File: src/rtl/mpi_eth_pkg.sv
// rtl/mpi_eth_pkg.sv - shared types and constants for the MPI-over-Ethernet receive parser
//
// Purpose: parser state encoding, header bit positions, the default ethertype,
//          the packed MPI header layout, and the payload flit-count helper.
// Ports:   none (package).

package mpi_eth_pkg;

  typedef enum logic [2:0] {
    ST_ETH0,
    ST_ETH1,
    ST_MPI,
    ST_PAYLOAD,
    ST_DROP
  } state_t;

  // flit0 = {dst_mac, src_mac[47:32]}
  localparam int DST_MAC_HI    = 63;
  localparam int DST_MAC_LO    = 16;
  localparam int SRC_MAC_UP_HI = 15;
  localparam int SRC_MAC_UP_LO = 0;
  // flit1 = {src_mac[31:0], ethertype, 16'h0}
  localparam int SRC_MAC_DN_HI = 63;
  localparam int SRC_MAC_DN_LO = 32;
  localparam int ETYPE_HI      = 31;
  localparam int ETYPE_LO      = 16;
  // flit2 = {dst_rank, src_rank, msg_type, size}
  localparam int RANK_HI       = 63;
  localparam int RANK_LO       = 48;
  localparam int SIZE_HI       = 31;
  localparam int SIZE_LO       = 0;

  localparam logic [15:0] DEFAULT_ETHERTYPE = 16'h88b5;

  typedef struct packed {
    logic [15:0] dst_rank;
    logic [7:0]  src_rank;
    logic [7:0]  msg_type;
    logic [31:0] size;
  } mpi_hdr_t;

  // Number of 64-bit flits needed to carry 'words' 32-bit words.
  function automatic logic [31:0] flits_for_words(input logic [31:0] words);
    return {1'b0, words[31:1]} + {31'd0, words[0]};
  endfunction

endpackage

File: src/rtl/axis_skid_buf.sv
// rtl/axis_skid_buf.sv - two-entry register slice for a data/keep/last stream
//
// Purpose: decouples upstream ready from downstream ready; o_ready depends only
//          on occupancy, so there is no combinational path from i_ready to o_ready.
// Ports:   i_clk, i_rst           clock, asynchronous active-high reset
//          i_data/i_keep/i_last   input beat, i_valid / o_ready handshake
//          o_data/o_keep/o_last   output beat, o_valid / i_ready handshake

module axis_skid_buf #(
  parameter int DW = 64,
  parameter int KW = 8
) (
  input  logic          i_clk,
  input  logic          i_rst,
  input  logic [DW-1:0] i_data,
  input  logic [KW-1:0] i_keep,
  input  logic          i_last,
  input  logic          i_valid,
  output logic          o_ready,
  output logic [DW-1:0] o_data,
  output logic [KW-1:0] o_keep,
  output logic          o_last,
  output logic          o_valid,
  input  logic          i_ready
);

  localparam int EW = DW + KW + 1;

  logic [EW-1:0] r_mem [2];
  logic          r_wptr;
  logic          r_rptr;
  logic [1:0]    r_cnt;
  logic          w_push;
  logic          w_pop;

  assign o_ready = (r_cnt != 2'd2);
  assign o_valid = (r_cnt != 2'd0);
  assign {o_last, o_keep, o_data} = r_mem[r_rptr];

  assign w_push = i_valid & o_ready;
  assign w_pop  = o_valid & i_ready;

  always_ff @(posedge i_clk or posedge i_rst) begin
    if (i_rst) begin
      r_mem[0] <= '0;
      r_mem[1] <= '0;
      r_wptr   <= 1'b0;
      r_rptr   <= 1'b0;
      r_cnt    <= 2'd0;
    end else begin
      if (w_push) begin
        r_mem[r_wptr] <= {i_last, i_keep, i_data};
        r_wptr        <= ~r_wptr;
      end
      if (w_pop) begin
        r_rptr <= ~r_rptr;
      end
      case ({w_push, w_pop})
        2'b10:   r_cnt <= r_cnt + 2'd1;
        2'b01:   r_cnt <= r_cnt - 2'd1;
        default: r_cnt <= r_cnt;
      endcase
    end
  end

endmodule

File: src/rtl/mpi_eth_rx_parser.sv
// rtl/mpi_eth_rx_parser.sv - filters Ethernet/MPI frames and forwards the MPI payload
//
// Purpose: parses {eth header, MPI header, payload} frames from a 64-bit stream,
//          drops frames for other MACs/ethertypes/ranks, publishes the MPI header
//          on a sideband and emits the payload with exact keep/last.
// Ports:   clk, rst                       clock, asynchronous active-high reset
//          s_axis_*                       raw frame input (keep ignored)
//          m_axis_*                       payload output via a 2-entry skid buffer
//          hdr_valid, hdr_*               accepted MPI header sideband
//          drop_cnt, len_err_cnt          saturating error counters

module mpi_eth_rx_parser
  import mpi_eth_pkg::*;
#(
  parameter logic [47:0] MAC_ADDR_LOCAL = 48'hfa163e55ca02,
  parameter logic [15:0] ETHERTYPE      = DEFAULT_ETHERTYPE,
  parameter logic [15:0] MY_RANK        = 16'd1,
  parameter int          ERR_CNT_W      = 16
) (
  input  logic                 clk,
  input  logic                 rst,
  input  logic [63:0]          s_axis_data,
  input  logic [7:0]           s_axis_keep,
  input  logic                 s_axis_last,
  input  logic                 s_axis_valid,
  output logic                 s_axis_ready,
  output logic [63:0]          m_axis_data,
  output logic [7:0]           m_axis_keep,
  output logic                 m_axis_last,
  output logic                 m_axis_valid,
  input  logic                 m_axis_ready,
  output logic                 hdr_valid,
  output logic [47:0]          hdr_src_mac,
  output logic [7:0]           hdr_src_rank,
  output logic [7:0]           hdr_msg_type,
  output logic [31:0]          hdr_size,
  output logic [ERR_CNT_W-1:0] drop_cnt,
  output logic [ERR_CNT_W-1:0] len_err_cnt
);

  state_t                r_state;
  logic                  r_live;      // holds s_axis_ready low for the cycle after reset
  logic [15:0]           r_src_up;
  logic [31:0]           r_src_dn;
  logic [31:0]           r_flit_cnt;
  logic                  r_odd;
  logic                  r_hdr_valid;
  logic [47:0]           r_hdr_src_mac;
  logic [7:0]            r_hdr_src_rank;
  logic [7:0]            r_hdr_msg_type;
  logic [31:0]           r_hdr_size;
  logic [ERR_CNT_W-1:0]  r_drop_cnt;
  logic [ERR_CNT_W-1:0]  r_len_err_cnt;

  logic                  w_hs;
  logic                  w_final;
  logic                  w_push;
  logic                  w_skid_ready;
  logic [7:0]            w_keep;
  logic                  w_last;
  logic                  w_drop_inc;
  logic                  w_len_inc;
  logic                  w_mac_bad;
  logic                  w_etype_bad;
  logic                  w_rank_bad;
  logic                  w_unused_keep;
  mpi_hdr_t              w_hdr;

  assign w_unused_keep = ^s_axis_keep;

  assign w_hdr       = mpi_hdr_t'(s_axis_data);
  assign w_mac_bad   = (s_axis_data[DST_MAC_HI:DST_MAC_LO] != MAC_ADDR_LOCAL);
  assign w_etype_bad = (s_axis_data[ETYPE_HI:ETYPE_LO] != ETHERTYPE);
  assign w_rank_bad  = (s_axis_data[RANK_HI:RANK_LO] != MY_RANK);

  // Only the payload state is throttled by the output buffer.
  assign s_axis_ready = r_live & ((r_state != ST_PAYLOAD) | w_skid_ready);
  assign w_hs         = s_axis_valid & s_axis_ready;

  assign w_final = (r_flit_cnt == 32'd1);
  assign w_push  = w_hs & (r_state == ST_PAYLOAD);
  // An odd word count leaves only the upper 32-bit word valid in the final flit.
  assign w_keep  = (w_final & r_odd) ? 8'hf0 : 8'hff;
  assign w_last  = w_final | s_axis_last;

  always_comb begin
    w_drop_inc = 1'b0;
    w_len_inc  = 1'b0;
    if (w_hs) begin
      case (r_state)
        ST_ETH0: w_drop_inc = s_axis_last | w_mac_bad;
        ST_ETH1: w_drop_inc = s_axis_last | w_etype_bad;
        ST_MPI: begin
          if (w_rank_bad) begin
            w_drop_inc = 1'b1;
          end else begin
            w_len_inc = (w_hdr.size == 32'd0) ? ~s_axis_last : s_axis_last;
          end
        end
        ST_PAYLOAD: w_len_inc = w_final ? ~s_axis_last : s_axis_last;
        default: ;
      endcase
    end
  end

  always_ff @(posedge clk or posedge rst) begin
    if (rst) begin
      r_state        <= ST_ETH0;
      r_live         <= 1'b0;
      r_src_up       <= '0;
      r_src_dn       <= '0;
      r_flit_cnt     <= '0;
      r_odd          <= 1'b0;
      r_hdr_valid    <= 1'b0;
      r_hdr_src_mac  <= '0;
      r_hdr_src_rank <= '0;
      r_hdr_msg_type <= '0;
      r_hdr_size     <= '0;
      r_drop_cnt     <= '0;
      r_len_err_cnt  <= '0;
    end else begin
      r_live      <= 1'b1;
      r_hdr_valid <= 1'b0;

      if (w_drop_inc && (r_drop_cnt != '1)) begin
        r_drop_cnt <= r_drop_cnt + ERR_CNT_W'(1);
      end
      if (w_len_inc && (r_len_err_cnt != '1)) begin
        r_len_err_cnt <= r_len_err_cnt + ERR_CNT_W'(1);
      end

      if (w_hs) begin
        case (r_state)
          ST_ETH0: begin
            r_src_up <= s_axis_data[SRC_MAC_UP_HI:SRC_MAC_UP_LO];
            if (s_axis_last)    r_state <= ST_ETH0;
            else if (w_mac_bad) r_state <= ST_DROP;
            else                r_state <= ST_ETH1;
          end
          ST_ETH1: begin
            r_src_dn <= s_axis_data[SRC_MAC_DN_HI:SRC_MAC_DN_LO];
            if (s_axis_last)      r_state <= ST_ETH0;
            else if (w_etype_bad) r_state <= ST_DROP;
            else                  r_state <= ST_MPI;
          end
          ST_MPI: begin
            if (w_rank_bad) begin
              r_state <= s_axis_last ? ST_ETH0 : ST_DROP;
            end else begin
              r_hdr_valid    <= 1'b1;
              r_hdr_src_mac  <= {r_src_up, r_src_dn};
              r_hdr_src_rank <= w_hdr.src_rank;
              r_hdr_msg_type <= w_hdr.msg_type;
              r_hdr_size     <= s_axis_data[SIZE_HI:SIZE_LO];
              r_flit_cnt     <= flits_for_words(w_hdr.size);
              r_odd          <= w_hdr.size[0];
              if (s_axis_last)              r_state <= ST_ETH0;
              else if (w_hdr.size == 32'd0) r_state <= ST_DROP;
              else                          r_state <= ST_PAYLOAD;
            end
          end
          ST_PAYLOAD: begin
            if (w_final)          r_state <= s_axis_last ? ST_ETH0 : ST_DROP;
            else if (s_axis_last) r_state <= ST_ETH0;
            else                  r_flit_cnt <= r_flit_cnt - 32'd1;
          end
          ST_DROP: begin
            if (s_axis_last) r_state <= ST_ETH0;
          end
          default: r_state <= ST_ETH0;
        endcase
      end
    end
  end

  axis_skid_buf #(
    .DW(64),
    .KW(8)
  ) u_skid (
    .i_clk   (clk),
    .i_rst   (rst),
    .i_data  (s_axis_data),
    .i_keep  (w_keep),
    .i_last  (w_last),
    .i_valid (w_push),
    .o_ready (w_skid_ready),
    .o_data  (m_axis_data),
    .o_keep  (m_axis_keep),
    .o_last  (m_axis_last),
    .o_valid (m_axis_valid),
    .i_ready (m_axis_ready)
  );

  assign hdr_valid    = r_hdr_valid;
  assign hdr_src_mac  = r_hdr_src_mac;
  assign hdr_src_rank = r_hdr_src_rank;
  assign hdr_msg_type = r_hdr_msg_type;
  assign hdr_size     = r_hdr_size;
  assign drop_cnt     = r_drop_cnt;
  assign len_err_cnt  = r_len_err_cnt;

endmodule
File: config.mk
export PLATFORM = sky130hd
export DESIGN_NAME = mpi_eth_rx_parser
export DESIGN_NICKNAME = d
export VERILOG_FILES = /design/src/rtl/mpi_eth_pkg.sv /design/src/rtl/axis_skid_buf.sv /design/src/rtl/mpi_eth_rx_parser.sv
export SDC_FILE = /design/constraint.sdc
export NUM_CORES = 1
export LEC_CHECK = 0
export CAP_MARGIN = 20
export CORE_ASPECT_RATIO = 1.2
export CORE_UTILIZATION = 58
export DETAILED_ROUTE_END_ITERATION = 10
export PLACE_DENSITY = 0.93
export SYNTH_ARGS = -nofsm -noshare
export SYNTH_HDL_FRONTEND = slang
export SYNTH_SLANG_ARGS = --single-unit
File: constraint.sdc
create_clock -name clk -period 25.2 [get_ports clk]
set_input_delay 5.04 -clock clk [delete_from_list [all_inputs] [get_ports clk]]
set_output_delay 5.04 -clock clk [all_outputs]
set_load 0.01 [all_outputs]
**Word-level counts from Yosys, hierarchy flattened**

Cells that the tools add are included.

- Flip-flop bits (word level): 364
- Output and inout port bits: 204
- Word-level logic and storage cells: 106

- $add $sub $neg: 6
- $lt $le $gt $ge: 3
- Equality and inequality tests: 17
- Muxes and demuxes: 34
- Bitwise gates (word level): 16
- Reduce and logical (&&, ||, !) cells: 12

Operators with widths:

| cell | count |
|---|---|
| 73-bit 2-to-1 mux | 4 |
| 146-bit bitwise mux | 1 |
| 32-bit 2-to-1 mux | 3 |
| 73-bit demux with 1-bit select | 1 |
| 32-bit case mux with 2 select lines | 1 |
| 16-bit != test (second input constant) | 3 |
| 48-bit != test (second input constant) | 1 |
| 16-bit by 1-bit adder with 16-bit output (second input constant) | 2 |
| 31-bit by 1-bit adder with 32-bit output | 1 |
| 32-bit by 1-bit == test with 1-bit output (second input constant) | 1 |
| 32-bit logical NOT | 1 |
| 32-bit by 1-bit subtractor with 32-bit output (second input constant) | 1 |
| 3-bit 2-to-1 mux | 10 |
| 16-bit by 1-bit != test with 1-bit output (second input constant) | 1 |
| 3-bit case mux with 5 select lines | 1 |
| 1-bit 2-to-1 mux | 9 |
| 2-bit != test (second input constant) | 4 |
| 1-bit AND | 6 |
| 3-bit by 2-bit == test with 1-bit output (second input constant) | 2 |
| 2-bit nonzero test | 3 |
| 5-bit AND reduction | 1 |
| 2-bit >= comparator (second input constant) | 2 |
| 4-bit 2-to-1 mux | 1 |
| 1-bit inverter | 4 |
| other kinds (17) | 24 |

**Depth between registers and ports, before layout**

- Word-level depth: 8
- Mapped depth: 12
- Gate-level depth less buffers: 11

**Hierarchy**

Synthesis repeated with hierarchy kept, for this count alone.

- Cell total of the unflattened synthesis: 1312
- Area total of the unflattened synthesis: 17739.5 sq um

Modules (own cells, without submodules):

| module | times used | cells each | area an instance (sq um) | seq. area each (sq um) |
|---|---|---|---|---|
| mpi_eth_rx_parser | 1 | 905 | 10532.6 | 5330.1 |
| axis_skid_buf | 1 | 407 | 7206.9 | 3753.6 |

**Worst setup path after synthesis**

Ideal clock, no wire load.

- Path kind: input-to-reg
- Start point: input s_axis_data[24]
- End point: register r_len_err_cnt[1] (netlist: len_err_cnt[1])
- Setup time: 125 ps
- Arrival time: 7812 ps
- Data required time: 25075 ps
- Slack: 17263 ps
- Cell stages on the path: 10
- Path buffers: 2
- Cells stage by stage: clkbuf_1 > or4_1 > or4_1 > or4_1 > ha_1 > inv_1 > nor4_1 > o21ai_1 > buf_2 > mux2_2

- Cells in the longest elaborated chain, start to end: 6

Ends and longest elaborated chain:

| what | RTL line | text |
|---|---|---|
| start: declaration | mpi_eth_rx_parser.sv:22 | `input logic [63:0] s_axis_data,` |
| 32-bit logical NOT | mpi_eth_rx_parser.sv:97 | `w_len_inc = (w_hdr.size == 32'd0) ? ~s_axis_last : s_axis_last;` |
| 1-bit 2-to-1 mux | mpi_eth_rx_parser.sv:97 |  |
| 1-bit 2-to-1 mux | mpi_eth_rx_parser.sv:94 | `if (w_rank_bad) begin` |
| 1-bit case mux with 2 select lines | mpi_eth_rx_parser.sv:90 | `case (r_state)` |
| 1-bit 2-to-1 mux | mpi_eth_rx_parser.sv:89 | `if (w_hs) begin` |
| 1-bit logical AND | mpi_eth_rx_parser.sv:128 | `if (w_len_inc && (r_len_err_cnt != '1)) begin` |
| end signal: assignment | mpi_eth_rx_parser.sv:129 | `r_len_err_cnt <= r_len_err_cnt + ERR_CNT_W'(1);` |
| end: declaration | mpi_eth_rx_parser.sv:53 | `logic [ERR_CNT_W-1:0] r_len_err_cnt;` |

No other way between the ends.
A chain may end at the register's enable or synchronous reset.

**Worst setup path in the final report**

- Start point: input s_axis_data[26]
- End point: register r_len_err_cnt[15] (netlist: len_err_cnt[15])

The elaborated chain is that of the path after synthesis.

==> flow_summary.ini <==
[timing]
drv_slew = 0
setup_violations = 0
worstMarginPinSlew_ns = 1.087
fmaxAchievable_ghz = 0.1115
min_period_over_period = 0.3560
period_minus_slack_ns = 8.972
skew_ns = 0.02428
maxSlewHeadroom = 0.2735
hold_viol = 0
rsz0062_at_grt = false
whs_ns = 0.4622
final.setup.tns_ns = 0

[global_route]
antenna_found_initial = 0
grt_overflow_total = 0
grt_pass1_vias = 13970
grt_use_total = 0.3336
grt_max_degree = 124
grt_pass1_wl_um = 74790

[worst_setup_path]
crit_required_ns = 25.64
crit_fanout = 14
cp-end-kind = flop
cp-start-kind = input pin
slowest_delay_ns = 0.74
crit_chain = clkdlybuf4s50_1, or4_1, or4_1, or4_1, ha_1, inv_1, nor4_1, o21ai_1, buf_4, nor4_1, xor2_1
crit_arrival_ns = 9.42
reg2reg_setup_slack_ns = 21.59
cp_common_cell = or4_1
criticalPathCategory = input pin to flop
slowest_stage = nor4_1

[clocking]
cts.repair.resized = 0
cts_tree = done
postCtsSetupBuffers = 0
clkTransAtPathRegs_ns = 0.06
cts_buffers = 36
root_buffer = clkbuf_16
clockBufferDepth = 3
hold_buffers = 0
clock_latency_ns = 0.54
cts.sinks = 351
htree_levels = 2

[logic_synthesis]
async_reset_ff_frac = 1.000
synth_nets = 1724
yosys-top-cells-count = 534 x nand2_1, 351 x dfrtp_1, 178 x mux2_2
yosys_warnings = 0
synth_area_leaders = dfrtp_1 54%, mux2_2 12%, nand2_1 12%
syn_area_um2 = 16320
ys_seq_area_frac = 0.5381
synth_top_flop_cell = dfrtp_1
post-synth-top-count-cell = nand2_1
synth-seq-cells = 351
synth_top_area_frac = 0.5381
avgSynthCellArea_um2 = 9.977
synth-edff-count = 0
ys_types = 63
netlist_instances = 1636
synth_top_cell_by_area = dfrtp_1

[cells_and_area]
seq_area_um2 = 8787
diodes = 0
final_layout_size_suffix_gt1_frac = 0.1447
fillers = 1737
multi_input_area_um2 = 7029
finish.utilization = 0.7484
fin_nets = 1949
syn2layout_area_growth_pct = 25.70

[route]
viasPerCell = 5.997
routed_wl_um = 47820
firstDrtPassIters = 5
drc = 0
routedWlPerCell_um = 21.15
vias = 13560
drt_iter0_markers = 1133
drt.antenna.violating_nets = 0

[run_status]
status = completed

[die]
die_area_um2 = 28820
die_w_um = 155.1
io_pins = 281
start_util = 0.5954
rows = 66
core_um2 = 27420
dieHeight_um = 185.8

[power]
peakVddDrop_mv = 0.09444
leakage_uw = 0.009913
power_density_nw_per_um2 = 58.82

[run]
maxCapViolations = 0

[place]
dp_hpwl_um = 30480
gp_congestion = 0.9338
port_buffers = 272

[worst_hold_path]
min_path_type = flop to flop
==> final timing paths <==
check / startpoint / to / depth (start not counted)
max in group asynchronous: rst / u_skid.r_mem[14] / 3
min in group asynchronous: rst / u_skid.r_mem[35] / 2
worst min register to register: hdr_src_rank[7] / hdr_src_rank[7] / 2
worst min-delay path: hdr_src_rank[7] / hdr_src_rank[7] / 2
worst max register to register: r_flit_cnt[8] / len_err_cnt[1] / 9
worst max-delay path: s_axis_data[26] / len_err_cnt[15] / 11
==> layer usage <==
layer,up-vias,track usage,wire length [um],share of wire
met3,164,0.07404,3791,0.079
li1,5999,-,-,-
met5,-,0,0,0
met2,666,0.5775,24460,0.51
met4,0,0.1683,2266,0.047
met1,6731,0.3913,17300,0.36
==> worst max-delay path, delay by kind of cell <==
family	cells	cell delay, ns
simple gates	5	2.84
xor+xnor	1	0.17
buf+inv	3	0.83
fa+ha+maj	1	0.29
compound gates	1	0.23
==> report_power, final <==
group / leakage (uW) / switching [uW] / internal (uW)
Sequential: 0.00483 / 8.70 / 573
Combinational: 0.00450 / 39.3 / 30.8
Clock: 0.000586 / 231 / 323
==> layout by cell type, fill, tap and decap left out, drive strengths merged, types with 21 or more instances in the layout <==
cell           count
dfrtp            351
clkbuf            49
a21oi             39
nand2            534
xnor2             35
clkdlybuf4s50    272
o21ai             43
nand4             30
inv               21
nand3             30
nor2              37
nor4              29
nor3              28
xor2              27
mux2             178
==> cell families (layout without fill, tap and decap cells) <==
| group | Yosys count | count (layout) | synth area share |
|---|---|---|---|
| buffers and inverters | 124 | 375 | 0.03380 |
| DFF | 351 | 351 | 0.5381 |
| AOI/OAI and AO/OA | 136 | 136 | 0.05258 |
| muxes | 179 | 179 | 0.1234 |
| and+or+nand+nor | 772 | 772 | 0.2102 |
| xor gates and xnor gates | 62 | 62 | 0.03327 |
| adders and majority gates | 11 | 11 | 0.008432 |
| other | 1 | 1 | 0.0002297 |
==> final cells by class <==
| type | count | share of cell area |
|---|---|---|
| Tap cell | 374 | 0.02281 |
| Sequential cell | 351 | 0.4283 |
| Clock buffer | 49 | 0.04872 |
| Timing Repair Buffer | 292 | 0.1429 |
| Clock inverter | 15 | 0.01085 |
| Inverter | 19 | 0.003842 |
| Multi-Input combinational cell | 1161 | 0.3426 |
==> per-stage QoR <==
stage                     setup slack, ns  cells  area, um^2  power, uW
after floorplan                     10.42   1636       16320      623.9
after CTS                           16.02   2257       20430       1210
after global placement              15.57   2193       19210      656.9
final                               16.23   2261       20520       1207
after detailed placement            15.50   2193       19210      660.1
after global routing                15.98   2261       20520       1240
==> state kept, by name, summed over array words and instances, names as in the netlist, 8 cells and up <==
register      flops
hdr_src_rank      8
hdr_msg_type      8
hdr_size         32
drop_cnt         16
len_err_cnt      16
hdr_src_mac      48
r_src_up         16
r_flit_cnt       32
r_src_dn         32
u_skid.r_mem    134
No activity file was read; power rests on OpenSTA's default activity.
